$ cat src/rtl/sync_fifo_param.sv
// Single-clock parametrised FIFO with occupancy count, programmable almost-full/empty
// thresholds, optional first-word-fall-through read, and sticky overflow/underflow flags.
module sync_fifo_param #(
  parameter int BITS      = 8,
  parameter int DEPTH     = 32,
  parameter int FWFT      = 0,
  parameter int AF_THRESH = DEPTH - 2,
  parameter int AE_THRESH = 2
) (
  input  logic                   clk,
  input  logic                   rst,
  input  logic                   write_enable,
  input  logic [BITS-1:0]        write_data,
  input  logic                   read_enable,
  output logic [BITS-1:0]        read_data,
  output logic                   read_valid,
  output logic                   empty,
  output logic                   full,
  output logic                   almost_empty,
  output logic                   almost_full,
  output logic [$clog2(DEPTH):0] level,
  input  logic                   clear_errors,
  output logic                   overflow,
  output logic                   underflow
);

  localparam int AW = $clog2(DEPTH);
  localparam int LW = AW + 1;

  logic [BITS-1:0] mem [DEPTH];
  logic [AW:0]     wptr;
  logic [AW:0]     rptr;
  logic            write_acc;
  logic            read_acc;

  assign empty        = (level == '0);
  assign full         = (level == LW'(DEPTH));
  assign almost_empty = (level <= LW'(AE_THRESH));
  assign almost_full  = (level >= LW'(AF_THRESH));

  assign write_acc = write_enable && !full && !rst;
  assign read_acc  = read_enable && !empty && !rst;

  always_ff @(posedge clk) begin
    if (write_acc) begin
      mem[wptr[AW-1:0]] <= write_data;
    end
  end

  always_ff @(posedge clk) begin
    if (rst) begin
      wptr      <= '0;
      rptr      <= '0;
      level     <= '0;
      overflow  <= 1'b0;
      underflow <= 1'b0;
    end else begin
      if (write_acc) wptr <= wptr + 1'b1;
      if (read_acc)  rptr <= rptr + 1'b1;
      if (write_acc && !read_acc)      level <= level + 1'b1;
      else if (read_acc && !write_acc) level <= level - 1'b1;
      // a new error in the same cycle as clear_errors keeps the flag set
      if (write_enable && full)     overflow <= 1'b1;
      else if (clear_errors)        overflow <= 1'b0;
      if (read_enable && empty)     underflow <= 1'b1;
      else if (clear_errors)        underflow <= 1'b0;
    end
  end

  // the pointer distance (modulo 2*DEPTH) must always agree with the level counter
  always_comb begin
    ptr_consistent: assert (level == (wptr - rptr));
  end

  if (FWFT != 0) begin : g_fwft
    assign read_data  = mem[rptr[AW-1:0]];
    assign read_valid = !empty;
  end else begin : g_std
    logic [BITS-1:0] data_q;
    logic            valid_q;

    always_ff @(posedge clk) begin
      if (rst) begin
        data_q  <= '0;
        valid_q <= 1'b0;
      end else begin
        valid_q <= read_acc;
        if (read_acc) data_q <= mem[rptr[AW-1:0]];
      end
    end

    assign read_data  = data_q;
    assign read_valid = valid_q;
  end

endmodule

$ cat config.mk
export PLATFORM = sky130hd
export DESIGN_NAME = sync_fifo_param
export DESIGN_NICKNAME = d
export VERILOG_FILES = /design/src/rtl/sync_fifo_param.sv
export SDC_FILE = /design/constraint.sdc
export NUM_CORES = 1
export LEC_CHECK = 0
export CAP_MARGIN = 20
export CORE_MARGIN = 8
export CORE_UTILIZATION = 55
export CTS_CLUSTER_DIAMETER = 30
export CTS_CLUSTER_SIZE = 12
export DETAILED_ROUTE_END_ITERATION = 7
export PLACE_DENSITY = 0.72
export SETUP_SLACK_MARGIN = 0.02
export SYNTH_ARGS = -nofsm -noshare
export SYNTH_HDL_FRONTEND = slang
export SYNTH_SLANG_ARGS = --single-unit
$ cat constraint.sdc
create_clock -name clk -period 3.6 [get_ports clk]
set_input_delay 0.9 -clock clk [delete_from_list [all_inputs] [get_ports clk]]
set_output_delay 0.9 -clock clk [all_outputs]
set_load 0.02 [all_outputs]
==> flow_summary.yaml <==
sta:
  slew_viol_final: 0
  tightest_slew_ns: 0.7891
  finalHoldViolCount: 0
  rsz0062_at_grt: "false"
  fin_ws_ns: 0.3305
  setup_viol_count_final: 0
  finClkSkew_ns: 0.01446
  finalCritPeriodShare_pct: 90.82
  fin_crit_ns: 3.270
  fmax_ghz: 0.3059
  maxSlewHeadroom_pct: 47.32
detailed_routing:
  wl_per_cell_um: 23.92
  met2_length_um: 12100
  wl_met1_um: 10330
  ant_nets: 0
  drtPass1Iterations: 5
  wl_um: 25030
  drc_errors: 0
  top_layer: "met4"
  wl_met3_um: 1959
  vias: 6309
  drt_iter0_drc: 658
  viasPerCell: 6.032
clock_network:
  clkLatencyLatePin_ns: 0.52
  clk_pin_slew_ns: 0.05
  post_cts_buffers: 0
  cts_sinks: 283
  max-clock-path-buffers: 3
  cts_buffers: 45
  cts_tree: "yes"
  cts_hold_buf: 0
  post_cts_resize_count: 0
  root_buffer: "clkbuf_16"
  cts_max_level: 2
worst_setup_path:
  path_max_fanout: 8
  worst_ep_required_time_ns: 2.70
  critPathLaunchType: "flop"
  cp_data_arrival_time_ns: 2.37
  path_class: "flop to output port"
  endpoint_kind: "output port"
pwr:
  switchingPower_mw: 2.697
  seq_power_share_pct: 37.2
  switching_share_pct: 25.67
  p_per_area_mw_per_mm2: 760.4
  p_clk_share_pct: 44.3
  ir_drop_uv: 640.0
  power_mw: 10.51
  internal_power_mw: 7.812
  leakagePower_nw: 4.594
  pwr-share-comb_pct: 18.6
synth:
  yosysSeqAreaShare_pct: 73.04
  synth-warning-count: 0
  synth-edff-count: 256
  synth.avg_cell_area_um2: 17.66
  syn_nets: 662
  synth_cells: 638
  synth-async-reset-ratio_pct: 0
  synthFlopType: "edfxtp_1"
  ys_types: 53
  syn-cell-area_mm2: 0.01126
  ys_ff_latch: 283
final_layout:
  nets: 763
  antennaDiodeCount: 0
  syn2layout_area_growth_pct: 22.69
  final_cell_area_mm2: 0.01382
  finalNonFillerCells: 1046
  drive_gt1_share_pct: 22.68
  final_util_pct: 68.52
place:
  gp_congestion: 0.8348
  pre_cts_slack_ns: -0.09685
  portBuffers: 33
  dp.cells: 962
  placed_area_mm2: 0.01216
  place_hpwl_um: 15310
die:
  rows: 52
  die-width_um: 159.1
  boundaryPins: 34
  die_h_um: 159.1
  dieArea_mm2: 0.02532
  initial_core_util_pct: 55.85
  core_mm2: 0.02017
status:
  outcome: "finished clean"
global_route:
  grt-ovfl-total: 0
  grt_pass1_wl_um: 39130
  grt_max_degree: 33
  first_global_vias: 6578
  grt_usage_pct: 20.11
  antenna_found_initial: 0
hold_path:
  hold_path.class: "flop to flop"
job:
  cap_violations: 0
==> cell families after synthesis <==
kind of cell,after synthesis,synth area share [%]
muxes,89,12.52
buffers and inverters,43,2.166
AOI/OAI and AO/OA,75,4.787
adders and majority gates,11,1.288
and+or+nand+nor,125,5.265
xor gates and xnor gates,12,0.9330
DFF,283,73.04
==> metal layers <==
| layer | vias up | global-route usage [%] |
|---|---|---|
| li1 | 2771 | - |
| met1 | 3189 | 26.98 |
| met2 | 295 | 32.28 |
| met3 | 54 | 4.473 |
| met4 | 0 | 6.475 |
| met5 | - | 0 |
==> path summary, 6_finish.rpt <==
path	start	end	slack, ns	cells past startpoint
hold reg to reg	read_data[0]$_SDFFE_PP0P_	read_data[0]$_SDFFE_PP0P_	0.51	1
setup / recovery	level[1]$_SDFFE_PP0P_	empty	0.33	3
hold / removal	read_data[0]$_SDFFE_PP0P_	read_data[0]$_SDFFE_PP0P_	0.51	1
setup reg to reg	level[1]$_SDFFE_PP0P_	level[4]$_SDFFE_PP0P_	0.34	12
==> synth_stat cells, types with 2 or more instances <==
| cell type | count | area, um^2 |
|---|---|---|
| a211oi_1 | 4 | 30.03 |
| a21oi_1 | 17 | 85.08 |
| a22o_1 | 6 | 52.55 |
| a22oi_1 | 14 | 105.1 |
| a311oi_1 | 2 | 17.52 |
| a32o_1 | 3 | 30.03 |
| buf_1 | 6 | 22.52 |
| buf_2 | 4 | 20.02 |
| buf_4 | 8 | 60.06 |
| buf_6 | 3 | 33.78 |
| clkbuf_1 | 11 | 41.29 |
| clkbuf_8 | 2 | 27.53 |
| dfxtp_1 | 27 | 540.5 |
| edfxtp_1 | 256 | 7687 |
| ha_1 | 10 | 125.1 |
| inv_1 | 8 | 30.03 |
| mux2i_1 | 49 | 490.5 |
| mux4_1 | 5 | 131.4 |
| mux4_2 | 35 | 788.3 |
| nand2_1 | 19 | 71.32 |
| nand3_1 | 3 | 15.01 |
| nand3b_1 | 4 | 30.03 |
| nand4_1 | 4 | 25.02 |
| nor2_1 | 67 | 251.5 |
| nor2b_1 | 5 | 31.28 |
| nor3_1 | 2 | 10.01 |
| nor4_1 | 7 | 43.79 |
| o2111ai_1 | 3 | 26.28 |
| o21ai_0 | 2 | 10.01 |
| o221ai_1 | 5 | 43.79 |
| o22ai_1 | 10 | 62.56 |
| or3_1 | 2 | 12.51 |
| or3b_2 | 3 | 26.28 |
| or4_1 | 3 | 22.52 |
| xnor2_1 | 5 | 43.79 |
| xor2_1 | 7 | 61.31 |
==> cell usage in the layout, fill, tap and decap left out, types with 8 or more instances in the layout <==
cell,synthesis,routed
buf_4,8,54
a22oi_1,14,14
clkdlybuf4s50_1,0,33
a21oi_1,17,17
mux2i_1,49,49
mux4_2,35,35
clkbuf_16,0,47
dfxtp_1,27,25
nand2_1,19,19
edfxtp_1,256,256
inv_1,8,8
nor2_1,67,67
ha_1,10,10
o22ai_1,10,10
bufinv_16,0,11
==> power groups by stage <==
stage               clock, mW  combinational (mW)  sequential [mW]
floorplan                   0                1.31             3.93
finish                   4.65                1.95             3.91
CTS                      4.71                1.95             3.91
global placement            0                1.85             3.96
detailed placement          0                1.92             3.97
global route             4.87                2.09             3.93
==> state kept, by name, summed over array words and instances (netlist names) <==
register / cells
level: 6
mem: 256
overflow: 1
read_data: 8
read_valid: 1
rptr: 5
underflow: 1
wptr: 5
==> through the flow <==
| stage | hold WS [ns] | TNS [ns] |
|---|---|---|
| final | 0.5139 | 0 |
| after global routing | 0.5308 | 0 |
| after CTS | 0.5146 | 0 |
| after detailed placement | 0.5028 | -0.09685 |
| after global placement | 0.4787 | 0 |
| after floorplan | 0.5353 | 0 |
==> layout make-up <==
class,instances,area [um^2]
tap,270,337.8
inverter,9,38.79
fill,1259,6349
sequential,283,8233
clock buffer,52,1195
multi-input combinational,312,2793
timing repair buffer,88,755.7
clock inverter,32,467.9
==> worst max-delay path, cell delays in order (launching register included) <==
cell and delay [ns]:
dfxtp_1 0.38, or4_1 0.57, nor3_1 0.24, clkdlybuf4s50_1 0.67
Power figures use the tool's default switching activity.
